**src/rtl/jtcps1_prog_sdram_if.sv**
```systemverilog
// ROM download prog_* port: the writer drives one byte request and holds
// prog_we until the responder pulses sdram_ack.
interface jtcps1_prog_sdram_if;
  logic [21:0] prog_addr;
  logic [7:0]  prog_data;
  logic [1:0]  prog_mask;
  logic [1:0]  prog_bank;
  logic        prog_we;
  logic        sdram_ack;

  modport master (output prog_addr, prog_data, prog_mask, prog_bank, prog_we,
                  input  sdram_ack);
  modport slave  (input  prog_addr, prog_data, prog_mask, prog_bank, prog_we,
                  output sdram_ack);
endinterface

```
**src/rtl/jtcps1_prog_sdram.sv**
```systemverilog
// SDRAM responder for the ROM download port: power-up init, one byte write
// per request (ACT + WRITE with autoprecharge) and periodic auto-refresh.
// All SDRAM pins are registered; they are decoded from the next state so the
// pins stay aligned with state_q.
// Optional: JTCPS1_FAST_INIT_EN shortens the power-up wait to 16 cycles.
module jtcps1_prog_sdram #(
  parameter int INIT_CYCLES    = 4800,
  parameter int TRCD           = 2,
  parameter int TWRP           = 4,
  parameter int TRFC           = 7,
  parameter int REFRESH_CYCLES = 374
) (
  input  logic                   clk,
  input  logic                   rst_n,
  jtcps1_prog_sdram_if.slave     prog,
  output logic                   init_done,
  output logic [12:0]            sdram_a,
  output logic [1:0]             sdram_ba,
  output logic [15:0]            sdram_dq_o,
  output logic                   sdram_dq_oe,
  output logic [1:0]             sdram_dqm,
  output logic                   sdram_ncs,
  output logic                   sdram_nras,
  output logic                   sdram_ncas,
  output logic                   sdram_nwe,
  output logic                   sdram_cke
);

`ifdef JTCPS1_FAST_INIT_EN
  localparam int INIT_LEN = 16;
`else
  localparam int INIT_LEN = INIT_CYCLES;
`endif
  // PRECHARGE ALL gets tRP=2; the MRS slot covers MRS, tMRD and two idle cycles
  localparam int TRP  = 2;
  localparam int TMRS = 4;
  localparam int CW   = 16;

  // {ncs, nras, ncas, nwe}
  localparam logic [3:0] CMD_NOP = 4'b0111;
  localparam logic [3:0] CMD_PRE = 4'b0010;
  localparam logic [3:0] CMD_REF = 4'b0001;
  localparam logic [3:0] CMD_MRS = 4'b0000;
  localparam logic [3:0] CMD_ACT = 4'b0011;
  localparam logic [3:0] CMD_WR  = 4'b0100;

  typedef enum logic [3:0] {
    INIT_WAIT, INIT_PRE, INIT_REF1, INIT_REF2, INIT_MRS,
    IDLE, ACT, WRITE, REF
  } state_t;

  typedef struct packed {
    logic [21:0] addr;
    logic [7:0]  data;
    logic [1:0]  mask;
    logic [1:0]  bank;
  } req_t;

  state_t          state_q, state_d;
  logic [CW-1:0]   cnt_q, cnt_d;
  logic [CW-1:0]   rcnt_q, rcnt_d;
  logic            pend_q, pend_d;
  logic            done_q, done_d;
  req_t            req_q, req_d;
  logic            expire;

  logic            cke_q, cke_d;
  logic [3:0]      cmd_q, cmd_d;
  logic [12:0]     a_q, a_d;
  logic [1:0]      ba_q, ba_d;
  logic [15:0]     dq_q, dq_d;
  logic            oe_q, oe_d;
  logic [1:0]      dqm_q, dqm_d;
  logic            ack_q, ack_d;

  // Next state, per-state cycle count, request latch and refresh bookkeeping
  always_comb begin
    state_d = state_q;
    cnt_d   = cnt_q + 1'b1;
    req_d   = req_q;
    case (state_q)
      INIT_WAIT: if (cnt_q == CW'(INIT_LEN - 1)) begin state_d = INIT_PRE;  cnt_d = '0; end
      INIT_PRE:  if (cnt_q == CW'(TRP - 1))      begin state_d = INIT_REF1; cnt_d = '0; end
      INIT_REF1: if (cnt_q == CW'(TRFC - 1))     begin state_d = INIT_REF2; cnt_d = '0; end
      INIT_REF2: if (cnt_q == CW'(TRFC - 1))     begin state_d = INIT_MRS;  cnt_d = '0; end
      INIT_MRS:  if (cnt_q == CW'(TMRS - 1))     begin state_d = IDLE;      cnt_d = '0; end
      IDLE: begin
        cnt_d = '0;
        if (pend_q) state_d = REF;
        else if (prog.prog_we) begin
          state_d = ACT;
          req_d   = '{addr: prog.prog_addr, data: prog.prog_data,
                      mask: prog.prog_mask, bank: prog.prog_bank};
        end
      end
      ACT:   if (cnt_q == CW'(TRCD - 1)) begin state_d = WRITE; cnt_d = '0; end
      // WRITE slot plus TWRP cycles of write recovery / autoprecharge
      WRITE: if (cnt_q == CW'(TWRP))     begin state_d = IDLE;  cnt_d = '0; end
      REF:   if (cnt_q == CW'(TRFC - 1)) begin state_d = IDLE;  cnt_d = '0; end
      default: begin state_d = INIT_WAIT; cnt_d = '0; end
    endcase

    expire = done_q && (rcnt_q == CW'(REFRESH_CYCLES - 1));
    rcnt_d = (!done_q || expire) ? '0 : rcnt_q + 1'b1;
    // a fresh expiry wins over the clear; a repeat expiry while pending is absorbed
    pend_d = expire | (pend_q & ~((state_q == IDLE) & pend_q));
    done_d = done_q | (state_d == IDLE);
  end

  // Pin decode: the command is issued on the first cycle of its state
  always_comb begin
    cke_d = 1'b1;
    cmd_d = CMD_NOP;
    a_d   = '0;
    ba_d  = '0;
    dq_d  = '0;
    oe_d  = 1'b0;
    dqm_d = 2'b11;
    ack_d = 1'b0;
    if (cnt_d == '0) begin
      case (state_d)
        INIT_PRE: begin cmd_d = CMD_PRE; a_d[10] = 1'b1; end
        INIT_REF1, INIT_REF2, REF: cmd_d = CMD_REF;
        INIT_MRS: begin cmd_d = CMD_MRS; a_d = 13'h220; end
        ACT: begin
          cmd_d = CMD_ACT;
          ba_d  = req_d.bank;
          a_d   = req_d.addr[21:9];
        end
        WRITE: begin
          cmd_d = CMD_WR;
          ba_d  = req_d.bank;
          a_d   = {2'b00, 1'b1, 1'b0, req_d.addr[8:0]};
          dq_d  = {req_d.data, req_d.data};
          oe_d  = 1'b1;
          dqm_d = req_d.mask;
          ack_d = 1'b1;
        end
        default: ;
      endcase
    end
  end

  // State, counters and registered SDRAM pins
  always_ff @(posedge clk or negedge rst_n) begin
    if (!rst_n) begin
      state_q <= INIT_WAIT;
      cnt_q   <= '0;
      rcnt_q  <= '0;
      pend_q  <= 1'b0;
      done_q  <= 1'b0;
      req_q   <= '0;
      cke_q   <= 1'b0;
      cmd_q   <= CMD_NOP;
      a_q     <= '0;
      ba_q    <= '0;
      dq_q    <= '0;
      oe_q    <= 1'b0;
      dqm_q   <= 2'b11;
      ack_q   <= 1'b0;
    end else begin
      state_q <= state_d;
      cnt_q   <= cnt_d;
      rcnt_q  <= rcnt_d;
      pend_q  <= pend_d;
      done_q  <= done_d;
      req_q   <= req_d;
      cke_q   <= cke_d;
      cmd_q   <= cmd_d;
      a_q     <= a_d;
      ba_q    <= ba_d;
      dq_q    <= dq_d;
      oe_q    <= oe_d;
      dqm_q   <= dqm_d;
      ack_q   <= ack_d;
    end
  end

  assign {sdram_ncs, sdram_nras, sdram_ncas, sdram_nwe} = cmd_q;
  assign sdram_cke      = cke_q;
  assign sdram_a        = a_q;
  assign sdram_ba       = ba_q;
  assign sdram_dq_o     = dq_q;
  assign sdram_dq_oe    = oe_q;
  assign sdram_dqm      = dqm_q;
  assign prog.sdram_ack = ack_q;
  assign init_done      = done_q;

endmodule

```
**src/flat_wrapper.sv**
```systemverilog
// flat-port wrapper written by rule: the top's interface ports become plain ports
module jtcps1_prog_sdram_flat 
#(
  parameter int INIT_CYCLES    = 4800,
  parameter int TRCD           = 2,
  parameter int TWRP           = 4,
  parameter int TRFC           = 7,
  parameter int REFRESH_CYCLES = 374
)
  (clk, rst_n, init_done, sdram_a, sdram_ba, sdram_dq_o, sdram_dq_oe, sdram_dqm, sdram_ncs, sdram_nras, sdram_ncas, sdram_nwe, sdram_cke, prog_prog_addr, prog_prog_data, prog_prog_mask, prog_prog_bank, prog_prog_we, prog_sdram_ack);
  jtcps1_prog_sdram_if prog_i ();
  input  logic clk;
  input  logic rst_n;
  output logic init_done;
  output logic [12:0] sdram_a;
  output logic [1:0] sdram_ba;
  output logic [15:0] sdram_dq_o;
  output logic sdram_dq_oe;
  output logic [1:0] sdram_dqm;
  output logic sdram_ncs;
  output logic sdram_nras;
  output logic sdram_ncas;
  output logic sdram_nwe;
  output logic sdram_cke;
  input wire logic [$bits(prog_i.prog_addr)-1:0] prog_prog_addr;
  input wire logic [$bits(prog_i.prog_data)-1:0] prog_prog_data;
  input wire logic [$bits(prog_i.prog_mask)-1:0] prog_prog_mask;
  input wire logic [$bits(prog_i.prog_bank)-1:0] prog_prog_bank;
  input wire logic [$bits(prog_i.prog_we)-1:0] prog_prog_we;
  output wire logic [$bits(prog_i.sdram_ack)-1:0] prog_sdram_ack;
  assign prog_i.prog_addr = prog_prog_addr;
  assign prog_i.prog_data = prog_prog_data;
  assign prog_i.prog_mask = prog_prog_mask;
  assign prog_i.prog_bank = prog_prog_bank;
  assign prog_i.prog_we = prog_prog_we;
  assign prog_sdram_ack = prog_i.sdram_ack;
  jtcps1_prog_sdram #(.INIT_CYCLES(INIT_CYCLES), .TRCD(TRCD), .TWRP(TWRP), .TRFC(TRFC), .REFRESH_CYCLES(REFRESH_CYCLES)) u_core (.clk(clk), .rst_n(rst_n), .prog(prog_i), .init_done(init_done), .sdram_a(sdram_a), .sdram_ba(sdram_ba), .sdram_dq_o(sdram_dq_o), .sdram_dq_oe(sdram_dq_oe), .sdram_dqm(sdram_dqm), .sdram_ncs(sdram_ncs), .sdram_nras(sdram_nras), .sdram_ncas(sdram_ncas), .sdram_nwe(sdram_nwe), .sdram_cke(sdram_cke));
endmodule
```
**config.mk**
```make
export PLATFORM = sky130hd
export DESIGN_NAME = jtcps1_prog_sdram_flat
export DESIGN_NICKNAME = d
export VERILOG_FILES = /design/src/rtl/jtcps1_prog_sdram_if.sv /design/src/rtl/jtcps1_prog_sdram.sv /design/src/flat_wrapper.sv
export SDC_FILE = /design/constraint.sdc
export NUM_CORES = 1
export LEC_CHECK = 0
export CAP_MARGIN = 15
export CORE_MARGIN = 2
export CORE_UTILIZATION = 30
export CTS_CLUSTER_DIAMETER = 200
export CTS_CLUSTER_SIZE = 25
export DETAILED_ROUTE_END_ITERATION = 8
export GPL_TIMING_DRIVEN = 0
export PLACE_DENSITY = 0.62
export SETUP_SLACK_MARGIN = 0.05
export SLEW_MARGIN = 40
export SYNTH_ARGS = -nofsm -noshare
export SYNTH_HDL_FRONTEND = slang
export SYNTH_SLANG_ARGS = --single-unit
```
**constraint.sdc**
```tcl
create_clock -name clk -period 4.89 [get_ports clk]
set_input_delay 1.2225 -clock clk [delete_from_list [all_inputs] [get_ports clk]]
set_output_delay 1.2225 -clock clk [all_outputs]
set_load 0.005 [all_outputs]
```
* Word level (Yosys, flattened, before mapping)
Cells that the tools add are included.
Word-level totals: register bits 111, bits of input ports 37, output and inout bits 41, logic and storage cells 90
Cells by class: $add $sub $neg 2, equality and inequality tests 22, multiplexer cells 35, bitwise logic cells 5, reduce and logical (&&, ||, !) cells 10
Operator list (count):
- $mux 16 | 8
- $mux 34 | 3
- $pmux 16 s5 | 1
- $mux 4 | 11
- $pmux 4 s9 | 1
- $add 16x1->16 const B | 2
- $eq 16x3->1 const B | 2
- $eq 4x3->1 const B | 8
- $pmux 10 s3 | 1
- $eq 16x1->1 const B | 1
- $eq 16x13->1 const B | 1
- $eq 16x2->1 const B | 1
- $eq 16x9->1 const B | 1
- $eq 4x2->1 const B | 4
- $logic_not 16->1 | 1
- $pmux 3 s5 | 1
- $mux 13 | 1
- $mux 2 | 5
- $eq 4x1->1 const B | 2
- $eq 4x4->1 const B | 2
- $reduce_or 2->1 | 3
- $reduce_or 3->1 | 2
- $logic_not 4->1 | 1
- $and 1x1->1 | 2
- 7 further kinds | 9

* Longest topological paths before layout
Gate-level depths: netlist of run 1.
depth after elaboration 7, mapped depth 10, mapped depth without buffers 9

* Worst setup path before layout of run 1
OpenSTA, ideal clock, no wires.
kind input to register, from input prog_prog_we, to register u_core.a_q[5], in the netlist u_core.sdram_a[5], setup time 0.080 ns, arrival 2.556 ns, required time 4.810 ns, path slack 2.254 ns, stages 6, path buffers 0, path through nor2_1 -> o211a_1 -> or4b_1 -> nor4_2 -> o211ai_2 -> a21oi_1
On the way: longest elaborated chain between the ends 6, elaborated cells on any way between the ends 11, classes of those cells eq/ne: 3; mux: 8
Ends and longest elaborated chain:
- start: declaration | line flat_wrapper.sv:29 | input wire logic [$bits(prog_i.prog_we)-1:0] prog_prog_we;
- $mux 4 | line jtcps1_prog_sdram.sv:90 | else if (prog.prog_we) begin
- $mux 4 | line jtcps1_prog_sdram.sv:89 | if (pend_q) state_d = REF;
- $pmux 4 s9 | line jtcps1_prog_sdram.sv:81 | case (state_q)
- $eq 4x3->1 | line jtcps1_prog_sdram.sv:121 | case (state_d)
- $pmux 10 s3 * | line jtcps1_prog_sdram.sv:121
- $mux 13 * | line jtcps1_prog_sdram.sv:120 | if (cnt_d == '0) begin
- net u_core.a_d[5] | line jtcps1_prog_sdram.sv:69 | logic [12:0] a_q, a_d;
- end signal: assignment | line jtcps1_prog_sdram.sv:155 | a_q <= '0;
- end signal: assignment | line jtcps1_prog_sdram.sv:170 | a_q <= a_d;
- end: declaration | line jtcps1_prog_sdram.sv:69
Mark *: on every way through the listed nets, which the timed path passes. The rest lies on a longest branch.

* Final worst setup path of run 1
from input prog_prog_we, to register u_core.a_q[11], in the netlist u_core.sdram_a[11]
On the way: longest elaborated chain between the ends 6, elaborated cells on any way between the ends 9, classes of those cells eq/ne: 1; mux: 8
Ends and longest elaborated chain:
- $mux 4 | line jtcps1_prog_sdram.sv:90
- $mux 4 | line jtcps1_prog_sdram.sv:89
- $pmux 4 s9 | line jtcps1_prog_sdram.sv:81
- net u_core.state_d[1] | line jtcps1_prog_sdram.sv:59 | state_t state_q, state_d;
- $eq 4x3->1 | line jtcps1_prog_sdram.sv:121
- $mux 2 | line jtcps1_prog_sdram.sv:121
- $mux 13 | line jtcps1_prog_sdram.sv:120
- net u_core.a_d[11] | line jtcps1_prog_sdram.sv:69
The timed path passes the listed nets, and every way through them passes these cells.

==> results of run 1 <==
-- stage by stage --
stage / setup slack [ns] / TNS, ns / area (µm²)
4_1_cts: 1.61 / 0 / 6280
6_report: 1.61 / 0 / 6280
3_3_place_gp: -1.26 / -121.57 / 5940
5_1_grt: 1.38 / 0 / 6280
3_5_place_dp: 1.25 / 0 / 5970
2_1_floorplan: 2.25 / 0 / 4900
-- routing by layer --
layer  track usage, %  part of all wire [%]  up-vias
met5                0                     0        -
met2             21.2                    48      108
met4             4.11                  0.98        0
li1                 -                     -     1739
met1             16.4                    47     1784
met3             2.73                   4.2        9
-- state kept, by name, indices dropped and copies added, names as in the netlist --
signal and flops:
u_core.cmd_q 3, u_core.cnt_q 16, u_core.init_done 1, u_core.pend_q 1
u_core.rcnt_q 16, u_core.req_q 34, u_core.sdram_a 13, u_core.sdram_ba 2
u_core.sdram_cke 1, u_core.sdram_dq_o 8, u_core.sdram_dq_oe 1, u_core.sdram_dqm 2
u_core.state_q 4
-- power by group through the flow --
stage               clock network (W)  logic [W]  registers [W]
floorplan                           0   0.000774        0.00117
global route                 0.000796    0.00133        0.00120
finish                       0.000739    0.00121        0.00117
CTS                          0.000766    0.00122        0.00118
detailed placement                  0    0.00122        0.00119
global placement                    0    0.00119        0.00118
-- cells by family after synthesis --
| group | count (synthesis) | share of synthesized area, % |
|---|---|---|
| other | 2 | 0.153 |
| XOR/XNOR | 29 | 5.18 |
| AND/OR/NAND/NOR | 169 | 19.7 |
| AO/OA/AOI/OAI | 51 | 7.47 |
| adder cells (fa/ha/maj) | 6 | 1.53 |
| flip-flops | 102 | 52.2 |
| multiplexers | 39 | 8.85 |
| buffers and inverters | 48 | 4.90 |
-- how the worst min path moves through the flow --
| stage | from | end | slack (ns) |
|---|---|---|---|
| 3_3_place_gp | u_core.req_q[4]$_DFF_PN0_ | u_core.req_q[4]$_DFF_PN0_ | 0.47 |
| 4_1_cts | u_core.req_q[8]$_DFF_PN0_ | u_core.req_q[8]$_DFF_PN0_ | 0.50 |
| 6_report | u_core.req_q[8]$_DFF_PN0_ | u_core.req_q[8]$_DFF_PN0_ | 0.49 |
| 2_1_floorplan | u_core.req_q[31]$_DFF_PN0_ | u_core.req_q[31]$_DFF_PN0_ | 0.46 |
| 3_5_place_dp | u_core.req_q[8]$_DFF_PN0_ | u_core.req_q[8]$_DFF_PN0_ | 0.48 |
| 5_1_grt | u_core.req_q[8]$_DFF_PN0_ | u_core.req_q[8]$_DFF_PN0_ | 0.50 |
-- placed cells by master (no fill, tap or decap), types with 7 or more instances in the layout --
cell,n
and3_1,8
xnor2_1,17
nor4b_1,7
clkbuf_16,9
inv_1,15
xor2_1,12
nand3_1,20
nand4_1,9
a21oi_1,8
mux2_2,35
buf_2,11
nand2_1,16
buf_4,10
o21ai_0,11
nor2_1,50
clkdlybuf4s50_1,75
a32oi_1,9
nor2b_1,11
dfrtp_1,97
nor3_1,11
clkbuf_1,10
-- layout make-up --
type                       count  area share [%]
clock inverter                 7            1.37
timing repair buffer          77            12.6
inverter                      15           0.897
clock buffer                   9            3.59
multi-input combinational    296            33.5
tap                          216            4.30
sequential                   102            40.7
buffer                        33            2.93
==> flow_metrics.tcl, run 1 <==
set metrics [dict create \
    outcome "finished, final reports clean" \
    p_seq_share_pct 37.6 \
    grt_use_total_pct 12.7 \
    worstPathArrival_ns 3.54 \
    clk_pin_slew_ns 0.07 \
    r2r.worst_path.cells 10 \
    place.gp.congestion 0.807 \
    holdCritPathClass "reg -> reg" \
    firstDrtPassIters 4 \
    ys_seq_area_share_pct 52.2 \
    path_delay_family "simple AND/OR/NAND/NOR gates" \
    cts_hold_buf 0 \
    cts_tree "built" \
    post_cts_buffers 0 \
    yosysMostFrequentCell "dfrtp_1" \
    p_total_w 0.00312 \
    cts_buffers 9 \
    cts-resized-gates 0 \
    fillers 1566 \
    antenna_found_initial 0 \
    slew_headroom_pct 58.5 \
    switching_power_w 0.00104 \
    multi_input_area_mm2 0.00211 \
    worstSkewPairLatency_ns 0.35 \
    min_path_cells 1 \
    ios 78 \
    final_util_pct 39.4 \
    path_depth 7 \
    synthCells 446 \
    dieHeight_um 132 \
    fin_crit_ns 3.28 \
    ys_warn_count 0 \
    dieArea_mm2 0.0174 \
    htree_levels 3 \
    ys_ff_latch 102 \
    fp.dieW_um 132 \
    first_iter_violations 226 \
    regToRegSetupSlack_ns 1.73 \
    core_area_mm2 0.0159 \
    p_leak_nw 2.66 \
    io_buffers 76 \
    hold_slack_ns 0.492 \
    synth_area_leaders "dfrtp_1 49%, mux2_2 8.0%, nor2_1 3.8%, xnor2_1 3.0%, dfstp_2 2.7%" \
    max_stage_delay_ns 0.54 \
    placed_cells_incl_taps 739 \
    synth_area_mm2 0.00490 \
    finalNonFillerCells 755 \
    synth-edff-count 0 \
    combPwrFrac_pct 38.8 \
    clock_path_buffers 2 \
    grt_pass1_wl_um 18300 \
    path_cells "clkdlybuf4s50_1 > nand4b_1 > o211ai_1 > or3b_1 > clkbuf_1 > nand2_1 > nor3b_1" \
    tightest_slew_ns 0.619 \
    grt_pass1_vias 3723 \
    drcViolationCount 0 \
    skew_ns 0.00770 \
    maxSlewViolCount 0 \
    timing.rr.end "u_core.sdram_a[5]$_DFF_PN0_" \
    vias_per_cell 4.82 \
    required_ns 5.15 \
    diodes 0 \
    clock-root-buffer "clkbuf_16" \
    reg2reg_from "u_core.cnt_q[0]$_DFF_PN0_" \
    vias 3640 \
    fin_crit_sh_pct 67.1 \
    fmax_mhz 305 \
    pwr-share-clk_pct 23.7 \
    synth_ff_type "dfrtp_1" \
    hold_violations 0 \
    cp-endpoint "u_core.sdram_a[11]$_DFF_PN0_" \
    wl_per_cell_um 14.3 \
    worstSetupPathType "in -> reg" \
    cp_max_fo 10 \
    initial_utilization_pct 30.8 \
    p_int_w 0.00209 \
    rows 46 \
    synth_top_area_share_pct 49.5 \
    worstSetupEndpointType "register" \
    cap_violations 0 \
    crit_path_top_delay_cell "clkdlybuf4s50_1" \
    fin_nets 577 \
    path_buf_inv 2 \
    cts.sinks 102 \
    ir_worst_vdd_mv 0.233 \
    synth_cell_type_count 62 \
    synthesis.nets 489 \
    crit_start "prog_prog_we" \
    grt_max_degree 67 \
    dp_hpwl_um 7830 \
    regArea_mm2 0.00256 \
    rsz0062_at_grt "false" \
    synth_common_cells "97 x dfrtp_1, 50 x nor2_1, 35 x mux2_2" \
    switching_share_pct 33.1 \
    syn_area_per_cell_um2 11.0 \
    async_flop_share_pct 100 \
    overflow 0 \
    syn_to_final_growth_pct 28.0 \
    totalWireLength_um 10800 \
    antenna_left 0 \
    synth_area_leader_cell "dfrtp_1" \
    powerDensity_mw_per_mm2 497 \
    setup_violations 0 \
    critPathLaunchType "input pin" \
    drive_above_1_share_pct 17.1 \
]
(Power assumes the default switching activity.)
==> run 2: changes to the inputs <==
==> constraint.sdc (replaced) <==
create_clock -name clk -period 3.32 [get_ports clk]
set_input_delay 0.83 -clock clk [delete_from_list [all_inputs] [get_ports clk]]
set_output_delay 0.83 -clock clk [all_outputs]
set_load 0.005 [all_outputs]
==> run 2 against run 1 <==
  * Clock skew is 0.00050 ns higher
  * Design area rose by 0.40%
  * Worst hold slack got worse by 0.14 ns
  * Via count shrank 0.38%
  * Non-clock buffer count stayed put
  * Clock power grew 47%
  * Sequential power up 48%
  * Clock-buffer cell count is the same
  * Total power up 48%
  * Sequential share of layout area shrank 0.16 points
  * Register-to-register slack worse by 1.5 ns
  * Global-route usage is the same
  * Largest cell class unchanged
==> flow_metrics.tcl, run 2 (synthesis results as in run 1) <==
set metrics [dict create \
    initial_utilization_pct 30.8 \
    wl_per_cell_um 14.3 \
    cap_violations 0 \
    skew_ns 0.00820 \
    fin_crit_ns 3.08 \
    place.gp.congestion 0.807 \
    grt_use_total_pct 12.7 \
    powerDensity_mw_per_mm2 735 \
    first_iter_violations 266 \
    critPathLaunchType "register" \
    required_ns 3.58 \
    switching_power_w 0.00154 \
    final_cell_mix "97 x dfrtp_1, 75 x clkdlybuf4s50_1, 50 x nor2_1, 35 x mux2_2, 20 x nand3_1" \
    drive_above_1_share_pct 17.3 \
    cp-endpoint "u_core.sdram_a[5]$_DFF_PN0_" \
    setup_violations 0 \
    combPwrFrac_pct 39.3 \
    path_delay_family "simple AND/OR/NAND/NOR gates" \
    crit_path_top_delay_cell "or4b_1" \
    vias_per_cell 4.80 \
    dp_hpwl_um 7830 \
    r2r.worst_path.cells 10 \
    diodes 0 \
    cp_max_fo 10 \
    fin_crit_sh_pct 92.7 \
    rsz0062_at_grt "false" \
    largest_register_ffs 34 \
    max_stage_delay_ns 0.55 \
    io_buffers 76 \
    p_int_w 0.00310 \
    clk_pin_slew_ns 0.07 \
    grt_max_degree 67 \
    p_leak_nw 2.66 \
    cts_tree "built" \
    final_common_cell "dfrtp_1" \
    path_depth 10 \
    cts_buffers 9 \
    pre_cts_ws_ns 0.0772 \
    top_register "u_core.req_q" \
    syn_to_final_growth_pct 28.5 \
    htree_levels 3 \
    fmax_mhz 325 \
    core_area_mm2 0.0159 \
    p_seq_share_pct 37.3 \
    grt_pass1_wl_um 18300 \
    regToRegSetupSlack_ns 0.24 \
    firstDrtPassIters 4 \
    rows 46 \
    vias 3626 \
    grt_pass1_vias 3723 \
    maxSlewViolCount 0 \
    slew_headroom_pct 57.9 \
    finalSetupTns_ns 0 \
    fillers 1561 \
    fp.dieW_um 132 \
    dieArea_mm2 0.0174 \
    cts.sinks 102 \
    outcome "finished, final reports clean" \
    pwr-share-clk_pct 23.5 \
    path_buf_inv 2 \
    worstSetupEndpointType "register" \
    ir_worst_vdd_mv 0.346 \
    dieHeight_um 132 \
    reg_top3 "u_core.req_q x34, u_core.cnt_q x16, u_core.rcnt_q x16" \
    ios 78 \
    clock-root-buffer "clkbuf_16" \
    tightest_slew_ns 0.627 \
    post_dp_cell_area_mm2 0.00597 \
    fin_nets 577 \
    fin_area_mm2 0.00630 \
    path_cells "inv_1 > ha_1 > nor4bb_1 > and4_1 > mux2i_1 > or4b_1 > nor3_2 > clkbuf_4 > o21ai_0 > a21oi_1" \
    timing.rr.end "u_core.sdram_a[5]$_DFF_PN0_" \
    drcViolationCount 0 \
    reg2reg_from "u_core.cnt_q[0]$_DFF_PN0_" \
    worstSetupPathType "reg -> reg" \
    worstPathArrival_ns 3.34 \
    hold_violations 0 \
    finalWorstSetupSlack_ns 0.242 \
    worstSkewPairLatency_ns 0.35 \
    crit_start "u_core.cnt_q[0]$_DFF_PN0_" \
    antenna_left 0 \
    totalWireLength_um 10800 \
    antenna_found_initial 0 \
    clock_path_buffers 2 \
    holdCritPathClass "in -> async" \
    overflow 0 \
    switching_share_pct 33.2 \
]
## run 2: final cells by class
cell class / count / area (µm²) / area share (%)
plain buffers: 33 / 186 / 2.96
clock buffers: 9 / 225 / 3.57
clock inverters: 7 / 86.3 / 1.37
inverters: 15 / 56.3 / 0.893
multi-input cells: 296 / 2130 / 33.8
flip-flops and latches: 102 / 2560 / 40.6
well taps: 216 / 270 / 4.29
repair buffers: 77 / 793 / 12.6
## run 2: power by group through the flow
stage / Sequential (W) / Clock, W / Combinational [W]
2_1_floorplan: 0.00173 / 0 / 0.00114
3_3_place_gp: 0.00174 / 0 / 0.00175
3_5_place_dp: 0.00176 / 0 / 0.00179
4_1_cts: 0.00173 / 0.00113 / 0.00180
5_1_grt: 0.00176 / 0.00117 / 0.00201
6_report: 0.00173 / 0.00109 / 0.00182
## run 2: routing by layer
metal / vias to the layer above / GRT usage, % / routed length [µm]
met3: 9 / 2.73 / 436
met2: 97 / 21.2 / 5180
met4: 0 / 4.11 / 102
li1: 1734 / - / -
met5: - / 0 / 0
met1: 1786 / 16.4 / 5050
## run 2: what timing repair did
item / 4_1_cts / 5_1_grt
hold buffers: 0 / 0
setup buffers: 0 / 0
endpoints found under the hold margin: 0 / 0
resized for setup: 0 / 4
endpoints found under the setup margin: 0 / 6
## run 2: worst min-delay path by stage
stage	to	depth (start not counted)	start	slack (ns)
5_1_grt	u_core.cnt_q[2]$_DFF_PN0_	1	rst_n	0.36
6_report	u_core.cnt_q[2]$_DFF_PN0_	1	rst_n	0.35
4_1_cts	u_core.cnt_q[2]$_DFF_PN0_	1	rst_n	0.36
2_1_floorplan	u_core.req_q[31]$_DFF_PN0_	1	u_core.req_q[31]$_DFF_PN0_	0.46
3_3_place_gp	u_core.req_q[4]$_DFF_PN0_	1	u_core.req_q[4]$_DFF_PN0_	0.47
3_5_place_dp	u_core.req_q[8]$_DFF_PN0_	1	u_core.req_q[8]$_DFF_PN0_	0.48
## run 2: per-stage QoR
stage | hold WS (ns) | cells | total power [W] | utilization (%)
after floorplan | 0.465 | 446 | 0.00287 | -
after global placement | 0.473 | 738 | 0.00349 | 37.2
after detailed placement | 0.480 | 739 | 0.00355 | 37.4
after CTS | 0.357 | 755 | 0.00466 | 39.4
after global routing | 0.364 | 755 | 0.00495 | 39.5
final | 0.348 | 755 | 0.00463 | 39.5
## run 2: worst reg2reg max path, cell delays in order (launching register included)
cell      delay [ns]
dfrtp_1         0.46
inv_1           0.15
ha_1            0.15
nor4bb_1        0.37
and4_1          0.35
mux2i_1         0.23
or4b_1          0.55
nor3_2          0.19
clkbuf_4        0.25
o21ai_0         0.11
a21oi_1         0.17
==> run 3: changes to the inputs <==
--- a/config.mk
+++ b/config.mk
@@ -6,7 +6,7 @@
 export NUM_CORES = 1
 export LEC_CHECK = 0
 export CAP_MARGIN = 15
-export CORE_MARGIN = 2
+export CORE_MARGIN = 3
 export CORE_UTILIZATION = 30
 export CTS_CLUSTER_DIAMETER = 200
 export CTS_CLUSTER_SIZE = 25
==> run 3 against run 2 <==
  * Core utilization fell by 0.24 points
  * First-iteration DRC count is 0.75% higher
  * Design area shrank 0.62%
  * Sequential share of layout area up 0.25 points
  * Total power fell by 2.1%
  * Setup slack improved by 0.067 ns
  * Clock power fell by 6%
  * Global-route usage down 0.68 points
  * Non-clock buffer count unchanged
  * Sequential power hardly changed
  * Critical path type unchanged
  * Largest cell class unchanged
==> flow_metrics.tcl, run 3 (synthesis results as in run 1) <==
set metrics [dict create \
    rsz0062_at_grt "false" \
    regArea_mm2 0.00256 \
    cts_buffers 9 \
    cts_tree "built" \
    htree_levels 3 \
    fin_area_mm2 0.00627 \
    fin_nets 577 \
    grt_max_degree 70 \
    io_buffers 76 \
    holdCritPathClass "in -> async" \
    diodes 0 \
    hold_violations 0 \
    final_common_cell "dfrtp_1" \
    fillers 1525 \
    finalSetupTns_ns 0 \
    ios 78 \
    fin_crit_ns 3.01 \
    finalWorstSetupSlack_ns 0.309 \
    tightest_slew_ns 0.649 \
    vias_per_cell 4.82 \
    drive_above_1_share_pct 17.1 \
    r2r.worst_path.cells 9 \
    antenna_found_initial 0 \
    grt_pass1_vias 3558 \
    critPathLaunchType "register" \
    clock-root-buffer "clkbuf_16" \
    maxSlewViolCount 0 \
    dieArea_mm2 0.0179 \
    multi_input_area_mm2 0.00211 \
    outcome "finished, final reports clean" \
    reg_top3 "u_core.req_q x34, u_core.cnt_q x16, u_core.rcnt_q x16" \
    hold_slack_ns 0.349 \
    pre_cts_ws_ns 0.113 \
    post_dp_cell_area_mm2 0.00597 \
    grt_pass1_wl_um 17700 \
    dp_hpwl_um 7770 \
    dieHeight_um 134 \
    totalWireLength_um 10700 \
    clock_path_buffers 2 \
    clk_pin_slew_ns 0.07 \
    worstSetupEndpointType "register" \
    grt_use_total_pct 12.0 \
    fmax_mhz 332 \
    cts_hold_buf 0 \
    cap_violations 0 \
    antenna_left 0 \
    setup_violations 0 \
    firstDrtPassIters 4 \
    fp.dieW_um 134 \
    worstSetupPathType "reg -> reg" \
    worstPathArrival_ns 3.28 \
    worstSkewPairLatency_ns 0.35 \
    initial_utilization_pct 30.8 \
    rows 46 \
    ir_worst_vdd_mv 0.301 \
    slew_headroom_pct 56.7 \
    first_iter_violations 268 \
    top_register "u_core.req_q" \
    drcViolationCount 0 \
    skew_ns 0.00639 \
    required_ns 3.59 \
    place.gp.congestion 0.862 \
    cts.sinks 102 \
    core_area_mm2 0.0159 \
    overflow 0 \
    fin_crit_sh_pct 90.7 \
    final_util_pct 39.3 \
    cp_max_fo 9 \
    final_cell_mix "97 x dfrtp_1, 75 x clkdlybuf4s50_1, 50 x nor2_1, 35 x mux2_2, 20 x nand3_1" \
    vias 3641 \
    wl_per_cell_um 14.1 \
    powerDensity_mw_per_mm2 724 \
    largest_register_ffs 34 \
    syn_to_final_growth_pct 27.8 \
    p_leak_nw 2.64 \
]
[run 3: through the flow]
step,std cells,total power [W]
global placement,738,0.00349
detailed placement,739,0.00353
finish,755,0.00453
CTS,755,0.00457
global route,755,0.00483
floorplan,446,0.00287
[run 3: path summary, 6_finish.rpt]
kind	start	endpoint	slack, ns
min reg2reg	u_core.req_q[32]$_DFF_PN0_	u_core.req_q[32]$_DFF_PN0_	0.49
max in group asynchronous	rst_n	u_core.cmd_q[1]$_DFF_PN1_	2.33
max	u_core.cnt_q[0]$_DFF_PN0_	u_core.sdram_a[5]$_DFF_PN0_	0.31
max reg2reg	u_core.cnt_q[0]$_DFF_PN0_	u_core.sdram_a[5]$_DFF_PN0_	0.31
min	rst_n	u_core.rcnt_q[11]$_DFF_PN0_	0.35
min in group clk	u_core.req_q[32]$_DFF_PN0_	u_core.req_q[32]$_DFF_PN0_	0.49
[run 3: metal layers]
metal	track usage (%)	wire, µm	up-vias
met1	16.3	5010	1776
met2	19.5	4940	111
met5	0	0	-
met3	2.18	543	11
li1	-	-	1743
met4	4.11	153	0
[run 3: power breakdown]
| group | switching, W | internal, W | total [W] |
|---|---|---|---|
| Sequential | 0.000127 | 0.00160 | 0.00173 |
| Combinational | 0.000908 | 0.000879 | 0.00179 |
| Clock | 0.000492 | 0.000524 | 0.00102 |
[run 3: what timing repair did]
action | in CTS | in global routing
setup buffers | 0 | 0
endpoints found under the setup margin | 0 | 1
gates resized for setup | 0 | 1
[run 3: layout make-up]
| class | instances | area share (%) |
|---|---|---|
| repair buffers | 77 | 12.7 |
| well taps | 216 | 4.31 |
| clock inverters | 7 | 1.02 |
| inverters | 15 | 0.899 |
| clock buffers | 9 | 3.59 |
| plain buffers | 33 | 2.94 |
| multi-input cells | 296 | 33.7 |
| flip-flops and latches | 102 | 40.8 |
[run 3: worst max-delay path, stage by stage (launching register included)]
cell and delay, ns:
dfrtp_1 0.45, inv_1 0.15, ha_1 0.16, nor4bb_1 0.35
and4_1 0.35, mux2i_1 0.22, or4b_1 0.50, nor4_2 0.42
o211ai_4 0.19, a21oi_1 0.16
